[config.mk]
export PLATFORM = sky130hd
export DESIGN_NAME = uart_tx_fifo
export DESIGN_NICKNAME = d
export VERILOG_FILES = /design/src/rtl/uart_pkg.sv /design/src/rtl/sync_fifo.sv /design/src/rtl/uart_tx_fifo.sv
export SDC_FILE = /design/constraint.sdc
export NUM_CORES = 1
export LEC_CHECK = 0
export CORE_AREA = 2 2 113 115
export CTS_CLUSTER_DIAMETER = 200
export DETAILED_ROUTE_END_ITERATION = 12
export DIE_AREA = 0 0 115 117
export PLACE_DENSITY = 0.48
export SYNTH_ARGS = -nofsm -noshare
export SYNTH_HDL_FRONTEND = slang
export SYNTH_SLANG_ARGS = --single-unit
[constraint.sdc]
create_clock -name clk_i -period 3.3 [get_ports clk_i]
set_input_delay 0.66 -clock clk_i [delete_from_list [all_inputs] [get_ports clk_i]]
set_output_delay 0.66 -clock clk_i [all_outputs]
set_load 0.01 [all_outputs]
[src/rtl/uart_pkg.sv]
// rtl/uart_pkg.sv - shared types and parity helper for the UART transmitter
package uart_pkg;

    typedef enum logic [1:0] {
        PARITY_NONE,
        PARITY_EVEN,
        PARITY_ODD
    } parity_t;

    typedef enum logic [2:0] {
        IDLE,
        START,
        DATA,
        PAR,
        STOP
    } tx_state_t;

    // Unused upper bits must be zero so they do not disturb the XOR.
    function automatic logic parity_level(parity_t mode, logic [8:0] bits);
        return (mode == PARITY_ODD) ? ~(^bits) : ^bits;
    endfunction

endpackage

[src/rtl/sync_fifo.sv]
// rtl/sync_fifo.sv - single-clock FIFO with occupancy count
module sync_fifo #(
    parameter int WIDTH = 8,
    parameter int DEPTH = 4
) (
    input  logic                           clk_i,
    input  logic                           reset_i,
    input  logic                           push_i,
    input  logic                           pop_i,
    input  logic [WIDTH-1:0]               wdata_i,
    output logic [WIDTH-1:0]               rdata_o,
    output logic                           full_o,
    output logic                           empty_o,
    output logic [$clog2(DEPTH+1)-1:0]     count_o
);
    localparam int PTR_W = $clog2(DEPTH);
    localparam int CNT_W = $clog2(DEPTH + 1);

    logic [WIDTH-1:0] mem_q [DEPTH];
    logic [PTR_W-1:0] wr_ptr_q, rd_ptr_q;
    logic [CNT_W-1:0] count_q, count_d;
    logic             do_push, do_pop;

    assign full_o  = (count_q == CNT_W'(DEPTH));
    assign empty_o = (count_q == '0);
    assign count_o = count_q;
    assign rdata_o = mem_q[rd_ptr_q];

    assign do_push = push_i & ~full_o;
    assign do_pop  = pop_i & ~empty_o;

    always_comb begin
        count_d = count_q;
        case ({do_push, do_pop})
            2'b10:   count_d = count_q + 1'b1;
            2'b01:   count_d = count_q - 1'b1;
            default: count_d = count_q;
        endcase
    end

    // Power-of-two depth lets the pointers wrap by plain overflow.
    always_ff @(posedge clk_i) begin
        if (reset_i) begin
            wr_ptr_q <= '0;
            rd_ptr_q <= '0;
            count_q  <= '0;
        end else begin
            if (do_push) wr_ptr_q <= wr_ptr_q + 1'b1;
            if (do_pop)  rd_ptr_q <= rd_ptr_q + 1'b1;
            count_q <= count_d;
        end
    end

    always_ff @(posedge clk_i) begin
        if (do_push && !reset_i) mem_q[wr_ptr_q] <= wdata_i;
    end
endmodule

[src/rtl/uart_tx_fifo.sv]
// rtl/uart_tx_fifo.sv - buffered UART transmitter: FIFO, frame FSM, bit timer
module uart_tx_fifo
    import uart_pkg::*;
#(
    parameter int      CLKS_PER_BIT = 217,
    parameter int      DATA_BITS    = 8,
    parameter parity_t PARITY       = PARITY_NONE,
    parameter int      STOP_BITS    = 1,
    parameter int      FIFO_DEPTH   = 4
) (
    input  logic                                clk_i,
    input  logic                                reset_i,
    input  logic [DATA_BITS-1:0]                tx_data_i,
    input  logic                                tx_valid_i,
    output logic                                tx_ready_o,
    output logic                                tx_serial_o,
    output logic                                busy_o,
    output logic [$clog2(FIFO_DEPTH+1)-1:0]     fifo_count_o
);
    localparam int CNT_W = $clog2(CLKS_PER_BIT);
    localparam int IDX_W = $clog2(DATA_BITS);
    localparam logic [CNT_W-1:0] CNT_LAST  = CNT_W'(CLKS_PER_BIT - 1);
    localparam logic [IDX_W-1:0] DATA_LAST = IDX_W'(DATA_BITS - 1);
    localparam logic [IDX_W-1:0] STOP_LAST = IDX_W'(STOP_BITS - 1);

    tx_state_t            state_q, state_d;
    logic [CNT_W-1:0]     cnt_q, cnt_d;
    logic [IDX_W-1:0]     idx_q, idx_d;
    logic [DATA_BITS-1:0] shift_q, shift_d;
    logic                 serial_q, serial_d;
    logic                 bit_end;

    logic                 fifo_push, fifo_pop, fifo_full, fifo_empty;
    logic [DATA_BITS-1:0] fifo_rdata;

    assign tx_ready_o  = ~fifo_full;
    assign fifo_push   = tx_valid_i & tx_ready_o;
    assign busy_o      = (state_q != IDLE);
    assign tx_serial_o = serial_q;

    sync_fifo #(
        .WIDTH (DATA_BITS),
        .DEPTH (FIFO_DEPTH)
    ) u_fifo (
        .clk_i   (clk_i),
        .reset_i (reset_i),
        .push_i  (fifo_push),
        .pop_i   (fifo_pop),
        .wdata_i (tx_data_i),
        .rdata_o (fifo_rdata),
        .full_o  (fifo_full),
        .empty_o (fifo_empty),
        .count_o (fifo_count_o)
    );

    assign bit_end = (cnt_q == CNT_LAST);

    always_comb begin
        state_d  = state_q;
        cnt_d    = cnt_q;
        idx_d    = idx_q;
        shift_d  = shift_q;
        fifo_pop = 1'b0;

        if (state_q != IDLE) cnt_d = bit_end ? '0 : cnt_q + 1'b1;

        case (state_q)
            IDLE: begin
                if (!fifo_empty) begin
                    fifo_pop = 1'b1;
                    shift_d  = fifo_rdata;
                    state_d  = START;
                    cnt_d    = '0;
                    idx_d    = '0;
                end
            end
            START: begin
                if (bit_end) begin
                    state_d = DATA;
                    idx_d   = '0;
                end
            end
            DATA: begin
                if (bit_end) begin
                    if (idx_q == DATA_LAST) begin
                        idx_d   = '0;
                        state_d = (PARITY == PARITY_NONE) ? STOP : PAR;
                    end else begin
                        idx_d = idx_q + 1'b1;
                    end
                end
            end
            PAR: begin
                if (bit_end) begin
                    state_d = STOP;
                    idx_d   = '0;
                end
            end
            STOP: begin
                if (bit_end) begin
                    if (idx_q != STOP_LAST) begin
                        idx_d = idx_q + 1'b1;
                    end else if (!fifo_empty) begin
                        // Chain straight into the next frame with no idle bit.
                        fifo_pop = 1'b1;
                        shift_d  = fifo_rdata;
                        state_d  = START;
                        idx_d    = '0;
                    end else begin
                        state_d = IDLE;
                        idx_d   = '0;
                    end
                end
            end
            default: state_d = IDLE;
        endcase
    end

    // The line register follows the FSM by one cycle, so each level lasts
    // exactly as long as the state that produced it.
    always_comb begin
        serial_d = 1'b1;
        case (state_q)
            START:   serial_d = 1'b0;
            DATA:    serial_d = shift_q[idx_q];
            PAR:     serial_d = parity_level(PARITY, 9'(shift_q));
            default: serial_d = 1'b1;
        endcase
    end

    always_ff @(posedge clk_i) begin
        if (reset_i) begin
            state_q  <= IDLE;
            cnt_q    <= '0;
            idx_q    <= '0;
            shift_q  <= '0;
            serial_q <= 1'b1;
        end else begin
            state_q  <= state_d;
            cnt_q    <= cnt_d;
            idx_q    <= idx_d;
            shift_q  <= shift_d;
            serial_q <= serial_d;
        end
    end
endmodule

==> results of run 1 <==
-- registers in the layout, summed over array words and instances, names as in the netlist, named ones only --
register,cells
u_fifo.wr_ptr_q,2
u_fifo.mem_q,32
state_q,3
u_fifo.rd_ptr_q,2
tx_serial_o,1
shift_q,8
u_fifo.count_o,3
idx_q,3
cnt_q,8
-- cell type report --
cell class | count | share of cell area (%)
clock buffer | 9 | 6.36
clock inverter | 6 | 1.06
inverter | 15 | 1.59
multi-input combinational | 163 | 35.5
sequential | 64 | 45.2
tap | 150 | 5.30
timing repair buffer | 18 | 4.95
-- layout by cell type, fill, tap and decap left out, types with 3 or more instances in the layout --
master / instances
nand2_1: 12
nor3_1: 8
o21ai_0: 14
a311oi_1: 4
and2_1: 4
o211a_1: 3
nand3_1: 14
clkinvlp_4: 3
inv_1: 14
a21oi_1: 19
nor2_1: 13
clkinv_2: 3
mux4_2: 10
clkdlybuf4s50_1: 16
xnor2_1: 9
dfxtp_1: 32
ha_1: 10
edfxtp_1: 32
clkbuf_16: 9
-- logic make-up after synthesis --
logic type / count (synthesis) / synth area share (%)
AO/OA/AOI/OAI: 59 / 13.2
XOR/XNOR: 11 / 3.24
adder cells (fa/ha/maj): 11 / 4.88
buffers and inverters: 26 / 3.79
flip-flops: 64 / 53.9
multiplexers: 14 / 9.01
AND/OR/NAND/NOR: 68 / 12.0
-- through the flow --
step	total power [mW]	utilization, %	cells	area [um^2]	setup slack (ps)
2_1_floorplan	1.82	-	253	2970	743
3_3_place_gp	2.08	26.6	410	3280	659
3_5_place_dp	2.09	26.6	410	3280	586
4_1_cts	2.93	28.8	425	3540	571
5_1_grt	3.11	28.8	425	3540	303
6_report	2.88	28.8	425	3540	577
-- final timing paths --
check                                                     start                        endpoint  cells past startpoint
worst max register to register              cnt_q[0]$_SDFF_PP0_  u_fifo.count_o[2]$_SDFFE_PP0P_                     11
worst max-delay path                        cnt_q[0]$_SDFF_PP0_  u_fifo.count_o[2]$_SDFFE_PP0P_                     11
worst min register to register  u_fifo.rd_ptr_q[1]$_SDFFE_PP0P_                       flip-flop                      2
worst min-delay path            u_fifo.rd_ptr_q[1]$_SDFFE_PP0P_                       flip-flop                      2
-- worst register-to-register path, stage by stage, from the launching register on --
cell and delay (ps):
dfxtp_1 330, inv_1 100, ha_1 150, nand3b_1 240, o31a_1 490, nor2_1 140, ha_1 190, inv_1 60
fa_1 370, xor2_1 160, or3_1 310, a21oi_1 140
-- power by group through the flow --
stage / Clock (mW) / Sequential, mW / Combinational, mW
global route: 0.890 / 1.14 / 1.08
floorplan: 0 / 1.06 / 0.766
CTS: 0.852 / 1.11 / 0.965
finish: 0.826 / 1.11 / 0.947
detailed placement: 0 / 1.13 / 0.960
global placement: 0 / 1.13 / 0.952
-- per-layer routing --
metal  track usage (%)  part of all wire [%]  vias to the layer above
li1                  -                     -                      985
met1              11.5                    45                      965
met2              15.8                    49                       37
met3              2.78                   4.1                       10
met4              3.69                   1.5                        0
met5                 0                     0                        -
==> metrics, run 1 <==
status finished clean; Post-synth EDFFs 32; clk buf depth 2; Final ANT Viol Nets 0; max_cap viols 0; overall routing resource usage 9.43%; WP data arrival 2970 ps; via count 1,997; leading post-synthesis cells by cell area edfxtp_1 32%, dfxtp_1 22%, mux4_2 7.6%; first-pass GRT wire length 9800 um; Yosys top cell by area edfxtp_1; pwr/cell area 814 mW/mm^2; Seq cells post-synth 64; Cells after Synth 253; Clock Tree Root clkbuf_16; die area 0.0135 mm^2; yosys warns 0; Logic pwr share 32.8%; Worst Max-Slew Pin Slew 903 ps; WL per Instance 13.7 um; Top FF cell, synth edfxtp_1; share of the yosys chip area belonging to registers 53.9%; Crit Path Class reg2reg; post-DP HPWL 4020 um; worst hold path class reg2reg; Seq. cell area 0.00160 mm^2; final hold vios 0; Slew headroom 39.3%; H-tree depth 3; top cell type's share of synthesized area 32.3%; Fin Setup TNS 0 ps; cell row count 41; Final Max Slew Viols 0; Die Ht 117 um; drt first pass iters 4; CTS tree yes; diode count 0; Worst setup EP type flip-flop; # hold bufs at CTS 0; DR DRC count 0; element type at the critical path start flip-flop; Final Critical Period 2720 ps; Pint 1.90 mW; syn_nets 275; Area Growth Syn to Fin 19.1%; fin crit share 82.5%; multi-input logic area 0.00126 mm^2; antenna violations before repair 0; postcts setup bufs 0; largest stage delay on the critical path 480 ps; slowest stage cell, crit path o31a_1; I/O pin cnt 17; WP data required 3550 ps; largest net degree at the start of global routing 30; sw frac 34.2%; core area 0.0123 mm^2; vias per cell 4.70; clock latency on the worst-skew pair 320 ps; layout net count 293; Final GP Congestion 0.718; layout cells sized above 1 12.0%; Net Switching 0.986 mW; Lkg Pwr 1.20 nW; WP buf/inv 2; DR iter-0 viols 110; Clock Skew 5.30 ps; synthesized area 0.00297 mm^2; Yosys cell types 50; crit path cell chain inv_1 -> ha_1 -> nand3b_1 -> o31a_1 -> nor2_1 -> ha_1 -> inv_1 -> fa_1 -> xor2_1 -> or3_1 -> a21oi_1; Max IR drop VDD 0.000294 V; DRT Wirelength 5840 um; Worst-path clk slew 50 ps; Worst Path Max Fanout 12; Avg Cell Area, Syn 11.8 um^2; # clock sinks 64; commonest cells in the synthesized netlist 32 x dfxtp_1, 32 x edfxtp_1, 19 x a21oi_1; hold_ws 490 ps; Num CTS Buffers 9; Max Clk Rate 0.367 GHz; Post-synth ARST share 0%; starting density of the core 24.1%; sequential power share 38.5%; port bufs 16; Finish-stage setup viols 0; vias in the first global route 2,006; Clock power frac 28.6%; r2r setup slk 580 ps; die width 115 um; post_cts resized 0; Fill cells 1,296; RSZ-0062 raised after global routing false; Top delay family on crit path adder cells; total grt overflow 0
Note: power is estimated with default switching activity, not from simulation.
==> inputs of run 2 (changes only) <==
- clock period: 3.3 -> 2.65 ns (I/O delays scaled with it)
==> run 2 against run 1 <==
Effect of this change: worst setup slack worse by 390 ps; die area stayed put; first-iteration DRC count is 17% lower; flip-flop and latch count stayed put; critical path type unchanged; critical path depth stayed put; fmax is 11% higher; largest cell class unchanged; wire length is 5.1% higher; hold slack better by 4.0 ps; sequential share of layout area is 1.6 points lower; core utilization is 1.0 points higher; combinational power is 37% higher; clock skew is 2.0 ps higher.
==> metrics, run 2 (same netlist as run 1, synthesis figures left out) <==
Max IR drop VDD 0.000429 V (was 0.000294 V); Fill cells 1,264 (was 1,296); largest stage delay on the critical path 370 ps (was 480 ps); Final ANT Viol Nets 0 (unchanged); multi-input logic area 0.00126 mm^2 (about the same); highest-count cells in the layout ignoring fill and taps 32 x dfxtp_1, 32 x edfxtp_1, 19 x a21oi_1 (unchanged); core area 0.0123 mm^2 (unchanged); cell row count 41 (unchanged); gr busiest metal met2 (unchanged); port bufs 16 (unchanged); Clock Tree Root clkbuf_16 (unchanged); setup ws final 188 ps (was 577 ps); overall routing resource usage 9.91% (was 9.43%); max_cap viols 0 (unchanged); Top Registers u_fifo.mem_q (32), cnt_q (8), shift_q (8) (unchanged); r2r setup slk 190 ps (was 580 ps); reg-to-reg startpoint idx_q[1]$_SDFFE_PP0P_ (was cnt_q[0]$_SDFF_PP0_); diode count 0 (unchanged); Final Max Slew Viols 0 (unchanged); fin cells 435 (was 425); WP buf/inv 2 (unchanged); Lkg Pwr 1.27 nW (was 1.20 nW); vias in the first global route 1,975 (was 2,006); antenna violations before repair 0 (unchanged); Area Growth Syn to Fin 23.5% (was 19.1%); DRT Wirelength 6140 um (was 5840 um); Seq. cell area 0.00160 mm^2 (unchanged); hold_ws 494 ps (was 490 ps); largest reg by FF count u_fifo.mem_q (unchanged); CTS tree yes (unchanged); I/O pin cnt 17 (unchanged); pre-CTS setup slack 166 ps (was 586 ps); Reg-to-Reg End u_fifo.count_o[2]$_SDFFE_PP0P_ (unchanged); total grt overflow 0 (unchanged); post-DP HPWL 4280 um (was 4020 um); met2 Use GR 15.9% (was 15.8%); R2R cell count 11 (unchanged); element type at the critical path start flip-flop (unchanged); die area 0.0135 mm^2 (unchanged); first-pass GRT wire length 10,100 um (was 9800 um); Num CTS Buffers 9 (unchanged); WP data required 2900 ps (was 3550 ps); Final GP Congestion 0.825 (was 0.718); placed cells 419 (was 410); clock latency on the worst-skew pair 330 ps (was 320 ps); fin crit share 92.9% (was 82.5%); vias per cell 4.61 (was 4.70); hold path startpoint u_fifo.rd_ptr_q[1]$_SDFFE_PP0P_ (unchanged); starting density of the core 24.1% (unchanged); layout cells sized above 1 15.1% (was 12.0%); clk buf depth 2 (unchanged); # clock sinks 64 (unchanged); via count 2,007 (was 1,997); Finish-stage setup viols 0 (unchanged); crit path cell chain inv_1 -> ha_1 -> nand2b_1 -> o31a_1 -> nor2_2 -> ha_1 -> inv_1 -> fa_1 -> xor2_1 -> or3_1 -> a21oi_1 (was inv_1 -> ha_1 -> nand3b_1 -> o31a_1 -> nor2_1 -> ha_1 -> inv_1 -> fa_1 -> xor2_1 -> or3_1 -> a21oi_1); slowest stage cell, crit path fa_1 (was o31a_1); H-tree depth 3 (unchanged); Slew headroom 62.6% (was 39.3%); worst hold path class reg2reg (unchanged); grt met1 use 12.7% (was 11.5%); WP data arrival 2720 ps (was 2970 ps); layout net count 302 (was 293); final hold vios 0 (unchanged); DR iter-0 viols 91 (was 110); WL per Instance 14.1 um (was 13.7 um); Worst-path clk slew 50 ps (about the same); Largest register FFs 32 (unchanged); hold depth 2 (unchanged); Fin Setup TNS 0 ps (unchanged); Die Ht 117 um (unchanged); design area 0.00367 mm^2 (was 0.00354 mm^2); DP Area 0.00335 mm^2 (was 0.00328 mm^2); Top delay family on crit path adder cells (unchanged); Crit Path Class reg2reg (unchanged); DR DRC count 0 (unchanged); largest net degree at the start of global routing 30 (unchanged); postcts setup bufs 0 (unchanged); met3 Resource Use GR 3.09% (was 2.78%); status finished clean (unchanged); Final Critical Period 2460 ps (was 2720 ps); Worst Max-Slew Pin Slew 560 ps (was 903 ps); Worst Path Max Fanout 4 (was 12); pwr/cell area 1070 mW/mm^2 (was 814 mW/mm^2); Worst setup EP type flip-flop (unchanged); Clock Skew 7.28 ps (was 5.30 ps); Max Clk Rate 0.406 GHz (was 0.367 GHz); drt first pass iters 6 (was 4); die width 115 um (unchanged); RSZ-0062 raised after global routing false (unchanged)
-- run 2: how the worst max path moves through the flow --
stage	endpoint	from	cells past startpoint	slack [ps]
floorplan	u_fifo.count_o[2]$_SDFFE_PP0P_	cnt_q[0]$_SDFF_PP0_	12	90
global placement	u_fifo.count_o[2]$_SDFFE_PP0P_	idx_q[1]$_SDFFE_PP0P_	11	270
detailed placement	u_fifo.count_o[2]$_SDFFE_PP0P_	idx_q[1]$_SDFFE_PP0P_	11	170
CTS	u_fifo.count_o[2]$_SDFFE_PP0P_	idx_q[1]$_SDFFE_PP0P_	11	140
global route	u_fifo.count_o[2]$_SDFFE_PP0P_	idx_q[1]$_SDFFE_PP0P_	11	10
finish	u_fifo.count_o[2]$_SDFFE_PP0P_	idx_q[1]$_SDFFE_PP0P_	11	190
-- run 2: final cells by class --
cell class              count  share of cell area, %
clock buffers               9                   6.13
clock inverters             7                   2.62
inverters                  15                   1.53
multi-input cells         163                   34.4
flip-flops and latches     64                   43.6
well taps                 150                   5.11
repair buffers             27                   6.61
-- run 2: repair_timing --
item / 4_1_cts / 5_1_grt
hold buffers: 0 / 0
setup endpoints to repair: 0 / 1
gates resized for setup: 0 / 1
-- run 2: stage by stage --
step	power (mW)	utilization, %
detailed placement	2.69	27.2
global placement	2.67	27.2
CTS	3.97	29.8
floorplan	2.27	-
finish	3.92	29.8
global route	4.19	29.8
-- run 2: report_power, final --
part | total [mW] | internal (mW) | switching (mW)
registers | 1.36 | 1.20 | 0.164
logic | 1.30 | 0.600 | 0.696
clock network | 1.26 | 0.822 | 0.436
total | 3.92 | 2.62 | 1.30
-- run 2: routing by layer --
metal  up-vias  share of wire [%]
met4         0                1.0
met3         7                3.1
met2        25                 48
met5         -                  0
li1       1000                  -
met1       975                 48
-- run 2: tightest hold or removal path, cell delays in order, from the launching register on --
cell and delay [ps]:
dfxtp_1 300, o31ai_1 60, a21oi_1 70
==> inputs of run 3 (changes only) <==
- PLACE_DENSITY: 0.48 -> not set
- PLACE_DENSITY_LB_ADDON: not set -> 0.12
==> run 3 against run 2 <==
Effect of this change: combinational power about the same; core utilization fell by 0.16 points; wire length is 4.9% higher; critical path depth is the same; first-iteration DRC count rose by 34%; register-to-register slack better by 30 ps; final cell count grew 0.23%; sequential share of layout area rose by 0.24 points; final area shrank 0.55%; worst setup slack better by 32 ps; critical endpoint unchanged.
==> metrics, run 3 (same netlist as run 1, synthesis figures left out) <==
DR DRC count 0 (unchanged); port bufs 16 (unchanged); die width 115 um (unchanged); Clock Skew 4.60 ps (was 7.28 ps); Worst setup endpoint u_fifo.count_o[2]$_SDFFE_PP0P_ (unchanged); Area Growth Syn to Fin 22.8% (was 23.5%); starting density of the core 24.1% (unchanged); Largest register FFs 32 (unchanged); pwr/cell area 1040 mW/mm^2 (was 1070 mW/mm^2); Final Critical Period 2430 ps (was 2460 ps); Max IR drop VDD 0.000332 V (was 0.000429 V); Worst setup EP type flip-flop (unchanged); DP Area 0.00335 mm^2 (about the same); total grt overflow 0 (unchanged); fin crit share 91.7% (was 92.9%); DRT Wirelength 6440 um (was 6140 um); # hold bufs at CTS 0 (unchanged); Clock Tree Root clkbuf_16 (unchanged); Fin Setup TNS 0 ps (unchanged); worst hold path class reg2reg (unchanged); drt first pass iters 4 (was 6); DR top layer met4 (unchanged); layout cells sized above 1 15.0% (was 15.1%); antenna violations before repair 0 (unchanged); # clock sinks 64 (unchanged); WP data arrival 2690 ps (was 2720 ps); Num CTS Buffers 9 (unchanged); vias in the first global route 1,967 (was 1,975); max_cap viols 0 (unchanged); R2R cell count 11 (unchanged); RSZ-0062 raised after global routing false (unchanged); largest stage delay on the critical path 370 ps (about the same); via count 2,001 (was 2,007); I/O pin cnt 17 (unchanged); WP buf/inv 2 (unchanged); fin cells 436 (was 435); core area 0.0123 mm^2 (unchanged); H-tree depth 3 (unchanged); Worst Path Max Fanout 4 (unchanged); crit path cell chain inv_1 -> ha_1 -> nand2b_1 -> o31a_1 -> nor2_1 -> ha_1 -> inv_1 -> fa_1 -> xor2_1 -> or3_1 -> a21oi_1 (was inv_1 -> ha_1 -> nand2b_1 -> o31a_1 -> nor2_2 -> ha_1 -> inv_1 -> fa_1 -> xor2_1 -> or3_1 -> a21oi_1); Reg-to-Reg End u_fifo.count_o[2]$_SDFFE_PP0P_ (unchanged); Worst-path clk slew 60 ps (was 50 ps); Slew headroom 25.9% (was 62.6%); Worst Max-Slew Pin Slew 1100 ps (was 560 ps); vias per cell 4.59 (was 4.61); Fill cells 1,272 (was 1,264); CTS tree yes (unchanged); final hold vios 0 (unchanged); DR iter-0 viols 122 (was 91); Finish-stage setup viols 0 (unchanged); r2r setup slk 220 ps (was 190 ps); Final GP Congestion 0.743 (was 0.825); Top Registers u_fifo.mem_q (32), cnt_q (8), shift_q (8) (unchanged); Final Max Slew Viols 0 (unchanged); largest reg by FF count u_fifo.mem_q (unchanged); Final ANT Viol Nets 0 (unchanged); slowest stage cell, crit path fa_1 (unchanged); layout net count 303 (was 302); Die Ht 117 um (unchanged); total power 3.81 mW (was 3.92 mW); status finished clean (unchanged); overall routing resource usage 10.7% (was 9.91%); die area 0.0135 mm^2 (unchanged); post_cts resized 0 (unchanged); WL per Instance 14.8 um (was 14.1 um); first-pass GRT wire length 10,700 um (was 10,100 um); DRT met1 WL 3230 um (was 2950 um); CP Launch Point idx_q[1]$_SDFFE_PP0P_ (unchanged); Crit Path Class reg2reg (unchanged); clk buf depth 2 (unchanged); clock latency on the worst-skew pair 330 ps (about the same); post-DP HPWL 4490 um (was 4280 um); met3 wire len 229 um (was 189 um); highest-count cells in the layout ignoring fill and taps 32 x dfxtp_1, 32 x edfxtp_1, 19 x a21oi_1 (unchanged); reg-to-reg startpoint idx_q[1]$_SDFFE_PP0P_ (unchanged); Lkg Pwr 1.27 nW (about the same); WP data required 2910 ps (was 2900 ps); largest net degree at the start of global routing 30 (unchanged); WL met2 2880 um (was 2940 um); element type at the critical path start flip-flop (unchanged); critical path depth 11 (unchanged); postcts setup bufs 0 (unchanged); placed cells 420 (was 419); diode count 0 (unchanged); cell row count 41 (unchanged); Max Clk Rate 0.411 GHz (was 0.406 GHz); design area 0.00365 mm^2 (was 0.00367 mm^2); Top delay family on crit path adder cells (unchanged)
==> run 3: cell count changes in the layout (fill, tap and decap cells not counted), sizes merged <==
cell,previous run,this run
buf,11,12
bufinv,2,1
inv,14,15
==> run 3: final cells by class <==
cell class | count | area [um^2] | area share, %
Clock buffer | 9 | 225 | 6.17
Clock inverter | 7 | 71.3 | 1.95
Inverter | 15 | 56.3 | 1.54
Multi-Input combinational cell | 163 | 1260 | 34.5
Sequential cell | 64 | 1600 | 43.9
Tap cell | 150 | 188 | 5.14
Timing Repair Buffer | 28 | 250 | 6.85
==> run 3: how the worst min path moves through the flow <==
| stage | startpoint | to | slack (ps) | cells past startpoint |
|---|---|---|---|---|
| after detailed placement | u_fifo.rd_ptr_q[1]$_SDFFE_PP0P_ | u_fifo.rd_ptr_q[1]$_SDFFE_PP0P_ | 480 | 2 |
| after CTS | u_fifo.rd_ptr_q[1]$_SDFFE_PP0P_ | flip-flop | 490 | 2 |
| after floorplan | u_fifo.rd_ptr_q[1]$_SDFFE_PP0P_ | flip-flop | 450 | 2 |
| after global placement | u_fifo.rd_ptr_q[1]$_SDFFE_PP0P_ | u_fifo.rd_ptr_q[1]$_SDFFE_PP0P_ | 470 | 2 |
| final | u_fifo.rd_ptr_q[1]$_SDFFE_PP0P_ | u_fifo.rd_ptr_q[1]$_SDFFE_PP0P_ | 500 | 2 |
| after global routing | u_fifo.rd_ptr_q[1]$_SDFFE_PP0P_ | u_fifo.rd_ptr_q[1]$_SDFFE_PP0P_ | 530 | 2 |
==> run 3: metal layers <==
layer | vias up | track usage [%]
met2 | 42 | 15.6
met4 | 0 | 5.14
met1 | 948 | 14.5
li1 | 1001 | -
met3 | 10 | 3.04
met5 | - | 0
==> run 3: stage by stage <==
step	worst slack [ps]	hold WS (ps)	util, %
6_report	219	496	29.7
5_1_grt	8.52	529	29.7
4_1_cts	183	489	29.7
3_5_place_dp	196	481	27.2
3_3_place_gp	235	472	27.2
2_1_floorplan	92.8	455	-
==> run 3: where the power goes <==
| group | switching, mW | internal, mW |
|---|---|---|
| Clock | 0.450 | 0.727 |
| Sequential | 0.153 | 1.20 |
| Combinational | 0.687 | 0.597 |
| Total | 1.29 | 2.52 |
==> run 3: worst register-to-register path, delay by kind of cell (launching register included) <==
family | cells | cell delay (ps)
adder cells (fa/ha/maj) | 3 | 710
AND/OR/NAND/NOR | 3 | 560
AO/OA/AOI/OAI | 2 | 470
flip-flops | 1 | 340
XOR/XNOR | 1 | 150
buffers and inverters | 2 | 140
